**src/rtl/lin_rx_frame_ctrl.sv**
```systemverilog
// rtl/lin_rx_frame_ctrl.sv - LIN receive frame sequencer with PID/checksum checks and data FIFO
module lin_rx_frame_ctrl #(
  parameter int FIFO_DEPTH  = 8,
  parameter int TIMEOUT_CYC = 1000
) (
  input  logic        PCLK_rx,
  input  logic        PRESETn_rx,
  input  logic        rx_brk_i,
  input  logic        rx_byte_valid_i,
  input  logic [7:0]  rx_byte_i,
  input  logic        rx_frame_err_i,
  input  logic [15:0] reg_command_rx,
  input  logic        read_enable_rx,
  output logic [15:0] reg_receive_rx,
  output logic [15:0] reg_id_rx,
  output logic [15:0] reg_data_field_rx,
  output logic [15:0] reg_status_rx,
  output logic        frame_done_o
);

  localparam int AW = (FIFO_DEPTH > 1) ? $clog2(FIFO_DEPTH) : 1;
  localparam int TW = $clog2(TIMEOUT_CYC + 1);
  localparam logic [AW-1:0] PTR_LAST = AW'(FIFO_DEPTH - 1);
  localparam logic [3:0]    DEPTH4   = 4'(FIFO_DEPTH);
  localparam logic [TW-1:0] TMO_LAST = TW'(TIMEOUT_CYC - 1);

  typedef enum logic [2:0] {S_IDLE, S_SYNC, S_PID, S_DATA, S_CKSUM} state_t;

  state_t        state;
  logic [TW-1:0] timer;
  logic [3:0]    len, dcnt, fcount;
  logic [7:0]    acc, pid;
  logic [6:0]    sticky;
  logic [7:0]    mem [FIFO_DEPTH];
  logic [AW-1:0] wptr, rptr;
  logic          done_pulse;

  logic       enable, enhanced, parity_ok, full, empty;
  logic       push_req, push_do, pop_do;
  logic [3:0] len_cfg, dcnt_inc;
  logic [8:0] sum9;
  logic [7:0] acc_add;
  logic       unused_cmd;

  assign enable     = reg_command_rx[8];
  assign enhanced   = reg_command_rx[9];
  assign unused_cmd = ^{reg_command_rx[15:10], reg_command_rx[7:4]};
  assign len_cfg    = (reg_command_rx[3:0] == 4'd0 || reg_command_rx[3:0] > 4'd8) ? 4'd8
                                                                                 : reg_command_rx[3:0];

  assign parity_ok = (rx_byte_i[6] == (rx_byte_i[0] ^ rx_byte_i[1] ^ rx_byte_i[2] ^ rx_byte_i[4])) &&
                     (rx_byte_i[7] == ~(rx_byte_i[1] ^ rx_byte_i[3] ^ rx_byte_i[4] ^ rx_byte_i[5]));

  // End-around carry: the folded result can never overflow a second time
  assign sum9     = {1'b0, acc} + {1'b0, rx_byte_i};
  assign acc_add  = sum9[7:0] + {7'd0, sum9[8]};
  assign dcnt_inc = dcnt + 4'd1;

  assign full     = (fcount == DEPTH4);
  assign empty    = (fcount == 4'd0);
  assign push_req = enable && !rx_brk_i && state == S_DATA && rx_byte_valid_i && !rx_frame_err_i;
  assign push_do  = push_req && !full;
  assign pop_do   = enable && read_enable_rx && !empty;

  always_ff @(posedge PCLK_rx) begin
    if (push_do) mem[wptr] <= rx_byte_i;
  end

  always_ff @(posedge PCLK_rx or negedge PRESETn_rx) begin
    if (!PRESETn_rx) begin
      state      <= S_IDLE;
      timer      <= '0;
      len        <= 4'd0;
      dcnt       <= 4'd0;
      fcount     <= 4'd0;
      acc        <= 8'd0;
      pid        <= 8'd0;
      sticky     <= 7'd0;
      wptr       <= '0;
      rptr       <= '0;
      done_pulse <= 1'b0;
    end else begin
      done_pulse <= 1'b0;

      if (!enable) begin
        wptr   <= '0;
        rptr   <= '0;
        fcount <= 4'd0;
      end else begin
        if (push_do) wptr <= (wptr == PTR_LAST) ? '0 : wptr + 1'b1;
        if (pop_do)  rptr <= (rptr == PTR_LAST) ? '0 : rptr + 1'b1;
        if (push_do && !pop_do)      fcount <= fcount + 4'd1;
        else if (!push_do && pop_do) fcount <= fcount - 4'd1;
      end
      if (push_req && full) sticky[6] <= 1'b1;

      if (!enable) begin
        state <= S_IDLE;
        timer <= '0;
      end else if (rx_brk_i) begin
        state  <= S_SYNC;
        timer  <= '0;
        dcnt   <= 4'd0;
        acc    <= 8'd0;
        sticky <= 7'd0;
      end else if (state != S_IDLE) begin
        if (rx_byte_valid_i) begin
          timer <= '0;
          if (rx_frame_err_i) begin
            sticky[5] <= 1'b1;
            state     <= S_IDLE;
          end else begin
            case (state)
              S_SYNC: begin
                if (rx_byte_i == 8'h55) state <= S_PID;
                else begin
                  sticky[1] <= 1'b1;
                  state     <= S_IDLE;
                end
              end
              S_PID: begin
                if (parity_ok) begin
                  pid   <= rx_byte_i;
                  acc   <= enhanced ? rx_byte_i : 8'd0;
                  len   <= len_cfg;
                  state <= S_DATA;
                end else begin
                  sticky[2] <= 1'b1;
                  state     <= S_IDLE;
                end
              end
              S_DATA: begin
                acc  <= acc_add;
                dcnt <= dcnt_inc;
                if (dcnt_inc == len) state <= S_CKSUM;
              end
              S_CKSUM: begin
                if (rx_byte_i == ~acc) begin
                  sticky[0]  <= 1'b1;
                  done_pulse <= 1'b1;
                end else begin
                  sticky[3] <= 1'b1;
                end
                state <= S_IDLE;
              end
              default: state <= S_IDLE;
            endcase
          end
        end else if (timer == TMO_LAST) begin
          sticky[4] <= 1'b1;
          timer     <= '0;
          state     <= S_IDLE;
        end else begin
          timer <= timer + 1'b1;
        end
      end
    end
  end

  assign reg_receive_rx    = empty ? 16'h0000 : {8'h00, mem[rptr]};
  assign reg_id_rx         = {8'h00, pid};
  assign reg_data_field_rx = {12'h000, dcnt};
  assign reg_status_rx     = {fcount, 2'b00, (state != S_IDLE), full, empty, sticky};
  assign frame_done_o      = done_pulse;

endmodule

```
**config.mk**
```make
export PLATFORM = sky130hd
export DESIGN_NAME = lin_rx_frame_ctrl
export DESIGN_NICKNAME = d
export VERILOG_FILES = /design/src/rtl/lin_rx_frame_ctrl.sv
export SDC_FILE = /design/constraint.sdc
export NUM_CORES = 1
export LEC_CHECK = 0
export ABC_AREA = 1
export BUFFER_PORTS_ARGS = -buffer_cell sky130_fd_sc_hd__buf_4
export CAP_MARGIN = 25
export CORE_UTILIZATION = 45
export CTS_CLUSTER_DIAMETER = 40
export CTS_CLUSTER_SIZE = 16
export DETAILED_ROUTE_END_ITERATION = 8
export PLACE_DENSITY = 0.77
export SLEW_MARGIN = 15
export SYNTH_ARGS = -nofsm -noshare
export SYNTH_HDL_FRONTEND = slang
export SYNTH_SLANG_ARGS = --single-unit
```
**constraint.sdc**
```tcl
create_clock -name PCLK_rx -period 2.75 [get_ports PCLK_rx]
set_input_delay 0 -clock PCLK_rx [delete_from_list [all_inputs] [get_ports PCLK_rx]]
set_output_delay 0 -clock PCLK_rx [all_outputs]
set_load 0.02 [all_outputs]
```
; ---- After elaboration in Yosys (flattened, before gate mapping)
; Memories as Yosys holds them, arrays and structs flattened.
; Index checks and enable logic that the tools add are counted.
[totals]
ff_bits = 55
mem_count = 1
inputBits = 30
out_inout_bits = 65
wordCells = 169
mem_bits_rw = 64
[memory_table]
columns = memory, depth, word_bits, read_ports, rd_clocked_by_memory_dff, write_ports, line_no
row1 = mem, 8, 8, 1, 0, 1, 34  ; logic [7:0] mem [FIFO_DEPTH];
[op_classes]
addsub = 8
n_reduce_logical = 41
magnitude_cmp = 1
mux = 66
bitwise = 10
n_eq_ne = 25
[ops]
columns = op, n
row1 = $mux W8, 7
row2 = $mux W10, 5
row3 = $mux W4, 11
row4 = $mux W3, 13
row5 = $reduce_and A6 Y1, 5
row6 = $mux W1, 23
row7 = $reduce_bool A2 Y1, 9
row8 = $pmux W8 S2, 1
row9 = $mux W6, 2
row10 = $logic_and A1 B1 Y1, 11
row11 = $add A10 B1 Y10 const B, 1
row12 = $eq A10 B10 Y1 const B, 1
row13 = $ne A2 B2 Y1 const B, 5
row14 = $add A8 B8 Y9, 1
row15 = $eq A3 B3 Y1 const B, 3
row16 = $pmux W3 S3, 1
row17 = $add A4 B1 Y4 const B, 2
row18 = $add A8 B1 Y8, 1
row19 = $eq A8 B7 Y1 const B, 1
row20 = $eq A8 B8 Y1, 1
row21 = $logic_not A4 Y1, 2
row22 = $not A8 Y8, 1
row23 = $reduce_and A4 Y1, 2
row24 = $mux W7, 1
row25 = other kinds (23), 41

; ---- Longest topological paths before layout
[logic_depth]
word_depth = 13
ltp_mapped = 17
ltp_nobuf = 17

; ---- Worst setup path before layout
; OpenSTA, ideal clock, no wires.
[synth_timing]
path_type = register to register
from = register acc[0]
to = register acc[6]
path_stages_with_launch = 16
synth_period_minus_slack_ns = 2.487
slack_ns = 0.263
path_buffers = 0
setup_time_ns = 0.117
t_required_ns = 2.633
arrival_ns = 2.370
path_cell_list = dfrtp_1 ha_1 fa_1 nand2_1 nand2_1 a221o_1 ha_1 ha_1 nand3_1 inv_1 nand2_1 nor2_1 nand3b_1 nand3_1 nand2_1 nand2_1
[synth_via]
elab_chain_len = 7
[synth_rtl]
columns = element, line_no
row1 = from (decl), 32  ; logic [7:0] acc, pid;
row2 = from (signal assigned), 124  ; acc <= enhanced ? rx_byte_i : 8'd0;
row3 = $add A8 B8 Y9, 55  ; assign sum9 = {1'b0, acc} + {1'b0, rx_byte_i};
row4 = $add A8 B1 Y8, 56  ; assign acc_add = sum9[7:0] + {7'd0, sum9[8]};
row5 = $pmux W8 S2, 113  ; case (state)
row6 = $mux W8, 109  ; if (rx_frame_err_i) begin
row7 = $mux W8, 107  ; if (rx_byte_valid_i) begin
row8 = $mux W8, 106  ; end else if (state != S_IDLE) begin
row9 = $mux W8, 100  ; end else if (rx_brk_i) begin
; Every way passes these cells. The select of a mux whose other input is x is not followed.
; A chain may end at the register's enable or synchronous reset.

; ---- Worst setup path in the final report
; Same ends and word-level chain as after synthesis.

==> impl_metrics.yaml <==
finish:
  fin_util: 0.569
  multi_input_area_sq_mm: 0.00246
  layout-drive-gt1-share: 0.154
  seq_area_sq_mm: 0.00330
  fin_area_sq_mm: 0.00760
  layout.nets: 847
  area_delta_synth_final_pct: 22.1
  antenna_cells: 0
  nFillCells: 1149
floorplanning:
  coreArea_sq_mm: 0.0133
  start_util: 0.466
  die_width_um: 120
  ioPinCount: 95
  core.rowCount: 42
  fp.dieH_um: 120
  die_area_sq_mm: 0.0143
clock_network:
  clock_sinks: 119
  ctsLongestPathBuffers: 2
  root_buffer: "clkbuf_16"
  clkLatencyLatePin_ps: 410
  htree_levels: 4
  cts_tree: "done"
  path_clk_slew_ps: 60
  cts_buffers: 17
synthesis:
  synth-seq-cells: 119
  avgSynthCellArea_sq_um: 8.85
  ys_top_cells_by_count: "nand2_1 (145), nor2_1 (83), o21ai_0 (75)"
  synth_xor_area_frac: 0.0113
  yosys.area_share.simple: 0.214
  synth_cells: 703
  synth_top_family_by_area: "simple AND/OR/NAND/NOR gates"
  yosysUniqueCellTypes: 39
  synth_fa_ha_area_frac: 0.0426
  synth_async_sr_flop_share: 0.462
  synth.area.top_cells: "edfxtp_1 (31%), dfrtp_1 (22%), nand2_1 (8.7%), o21ai_0 (6.0%), nor2_1 (5.0%)"
  syn_area_sq_mm: 0.00622
  ys_warn_count: 0
  synthMuxAreaShare: 0
  synth_top_area_cell: "edfxtp_1"
  synth_edf_count: 64
  ys.flop_type: "edfxtp_1"
  yosysSeqAreaShare: 0.530
  synth_compound_area_frac: 0.107
  synth.most_common_cell: "nand2_1"
  netlist.area_leader.share: 0.309
timing:
  setup_violations: 0
  fmax_mhz: 385
  drv_slew: 0
  rsz0062_at_grt: "true"
  tns_ps: 0
  period_needed_ps: 2600
  relSlewSlack: 0.530
  hold_viol_final: 0
  worst_pin_slew_ps: 705
  finClkSkew_ps: 9.49
  holdWs_ps: 28.0
  finalCritPeriodShare: 0.944
pwr:
  total_power_mw: 5.56
  clockPowerShare: 0.403
  power_density_mw_per_mm2: 731
  leakage_nw: 3.45
  switching_share: 0.309
  combPwrFrac: 0.240
  p_switching_mw: 1.71
  seq_power_share: 0.356
  vdd_drop_max_v: 0.000363
  p_int_mw: 3.84
place:
  io_buffers: 54
  gp_congestion: 0.898
  postPlaceCellArea_sq_mm: 0.00678
  hpwl_um: 9430
critical_path:
  cp_max_fo: 3
  critPathCaptureType: "flop"
  worstSetupPathType: "flop to flop"
  cp-start-kind: "flop"
  cp.required_ps: 3050
  critPathArrivalTime_ps: 2900
grt:
  overflow: 0
  grt_pass1_vias: 4941
  grt_start_max_net_pins: 56
  grtUsageTotal: 0.217
  antenna_found_initial: 0
  grt_pass1_wl_um: 24100
routing:
  drc: 0
  dr.pass1.iters: 5
  wl_per_cell_um: 14.7
  route.antenna.remaining_nets: 0
  drtIter0Drc: 391
  vias_per_cell: 5.14
  detail_route.wirelength_um: 14500
  vias: 5067
outcome:
  outcome: "finished, final reports clean"
worst_hold_path:
  hold_path_class: "primary input to flop"
flow_run:
  drv_cap: 0
stage by stage:
step,cells,setup WS (ps)
floorplan,732,263
global placement,934,139
detailed placement,934,95.5
CTS,985,71.8
global route,986,-52.1
finish,986,154
state kept, by name (all words and copies together) (netlist names):
register      cells
rptr              3
mem              64
dcnt              4
timer            10
pid               8
len               4
frame_done_o      1
acc               8
wptr              3
sticky            7
state             3
fcount            4
routing by layer:
| layer | GRT usage | wire length, um | share of wire |
|---|---|---|---|
| met1 | 0.276 | 6370 | 0.44 |
| met2 | 0.370 | 7190 | 0.50 |
| met3 | 0.0437 | 736 | 0.051 |
| met4 | 0.0719 | 190 | 0.013 |
| met5 | 0 | 0 | 0 |
worst paths after layout:
kind                                   start        end  slack [ps]  depth (start not counted)
worst max-delay path                  acc[0]     acc[6]         150                         15
worst min-delay path            rx_byte_i[7]  mem[2][7]          30                          2
worst max register to register        acc[0]     acc[6]         150                         15
worst min register to register        pid[6]     pid[6]         480                          2
max in group asynchronous         PRESETn_rx     acc[4]        2080                          2
min in group asynchronous         PRESETn_rx  fcount[1]         190                          2
logic make-up (layout without fill, tap and decap cells):
family,after synthesis,after routing
flip-flops,119,119
XOR/XNOR,8,8
buffers and inverters,121,199
adder cells (fa/ha/maj),20,20
other,1,30
AO/OA/AOI/OAI,123,123
AND/OR/NAND/NOR,311,311
critical path: stages, from the launching register on:
cell	delay, ps
dfrtp_1	380
ha_2	200
fa_2	420
nand2_2	100
nand2_1	80
a221o_1	340
ha_2	200
ha_1	190
nand3_1	100
inv_1	60
nand2_1	90
nor2_1	60
nand3b_1	80
nand3_1	70
nand2_1	70
nand2_1	40
cell type report:
| cell class | count | share of cell area |
|---|---|---|
| sequential | 119 | 0.434 |
| multi-input combinational | 492 | 0.324 |
| timing repair buffer | 91 | 0.0962 |
| clock buffer | 17 | 0.0560 |
| inverter | 76 | 0.0377 |
| tap | 176 | 0.0290 |
| clock inverter | 15 | 0.0231 |
cells in the final DEF, fill, tap and decap left out, types with 2 or more instances in the layout:
cell           netlist  routed
nand2_1            145     144
nor2_1              83      82
o21ai_0             75      75
buf_4               32      72
inv_1               70      70
edfxtp_1            64      64
dfrtp_1             55      55
nand3_1             41      41
conb_1               1      30
nor3_1              19      19
dlygate4sd3_1        0      19
a21oi_1             17      17
clkbuf_16            0      17
ha_1                18      15
o22ai_1             12      12
a31oi_1             12      12
nand4_1              8       8
xor2_1               7       7
inv_2                5       5
nand2_2              4       5
clkinv_4             0       4
ha_2                 0       3
clkinv_1             0       3
inv_6                0       3
bufinv_16            0       3
nor2_2               1       2
nand2_4              2       2
clkinv_2             1       2
nor4_1               2       2
o21a_1               2       2
what timing repair did:
item,in CTS,in global routing
resized for setup,0,6
hold buffers,19,0
endpoints found under the hold margin,127,0
endpoints found under the setup margin,0,4
setup buffers,0,1
power by group through the flow:
stage	combinational, mW	clock [mW]	sequential (mW)
global placement	1.28	0	2.01
finish	1.34	2.24	1.98
detailed placement	1.31	0	2.01
floorplan	0.849	0	2.05
CTS	1.34	2.26	1.98
global route	1.50	2.35	1.99
(Power assumes the default switching activity.)
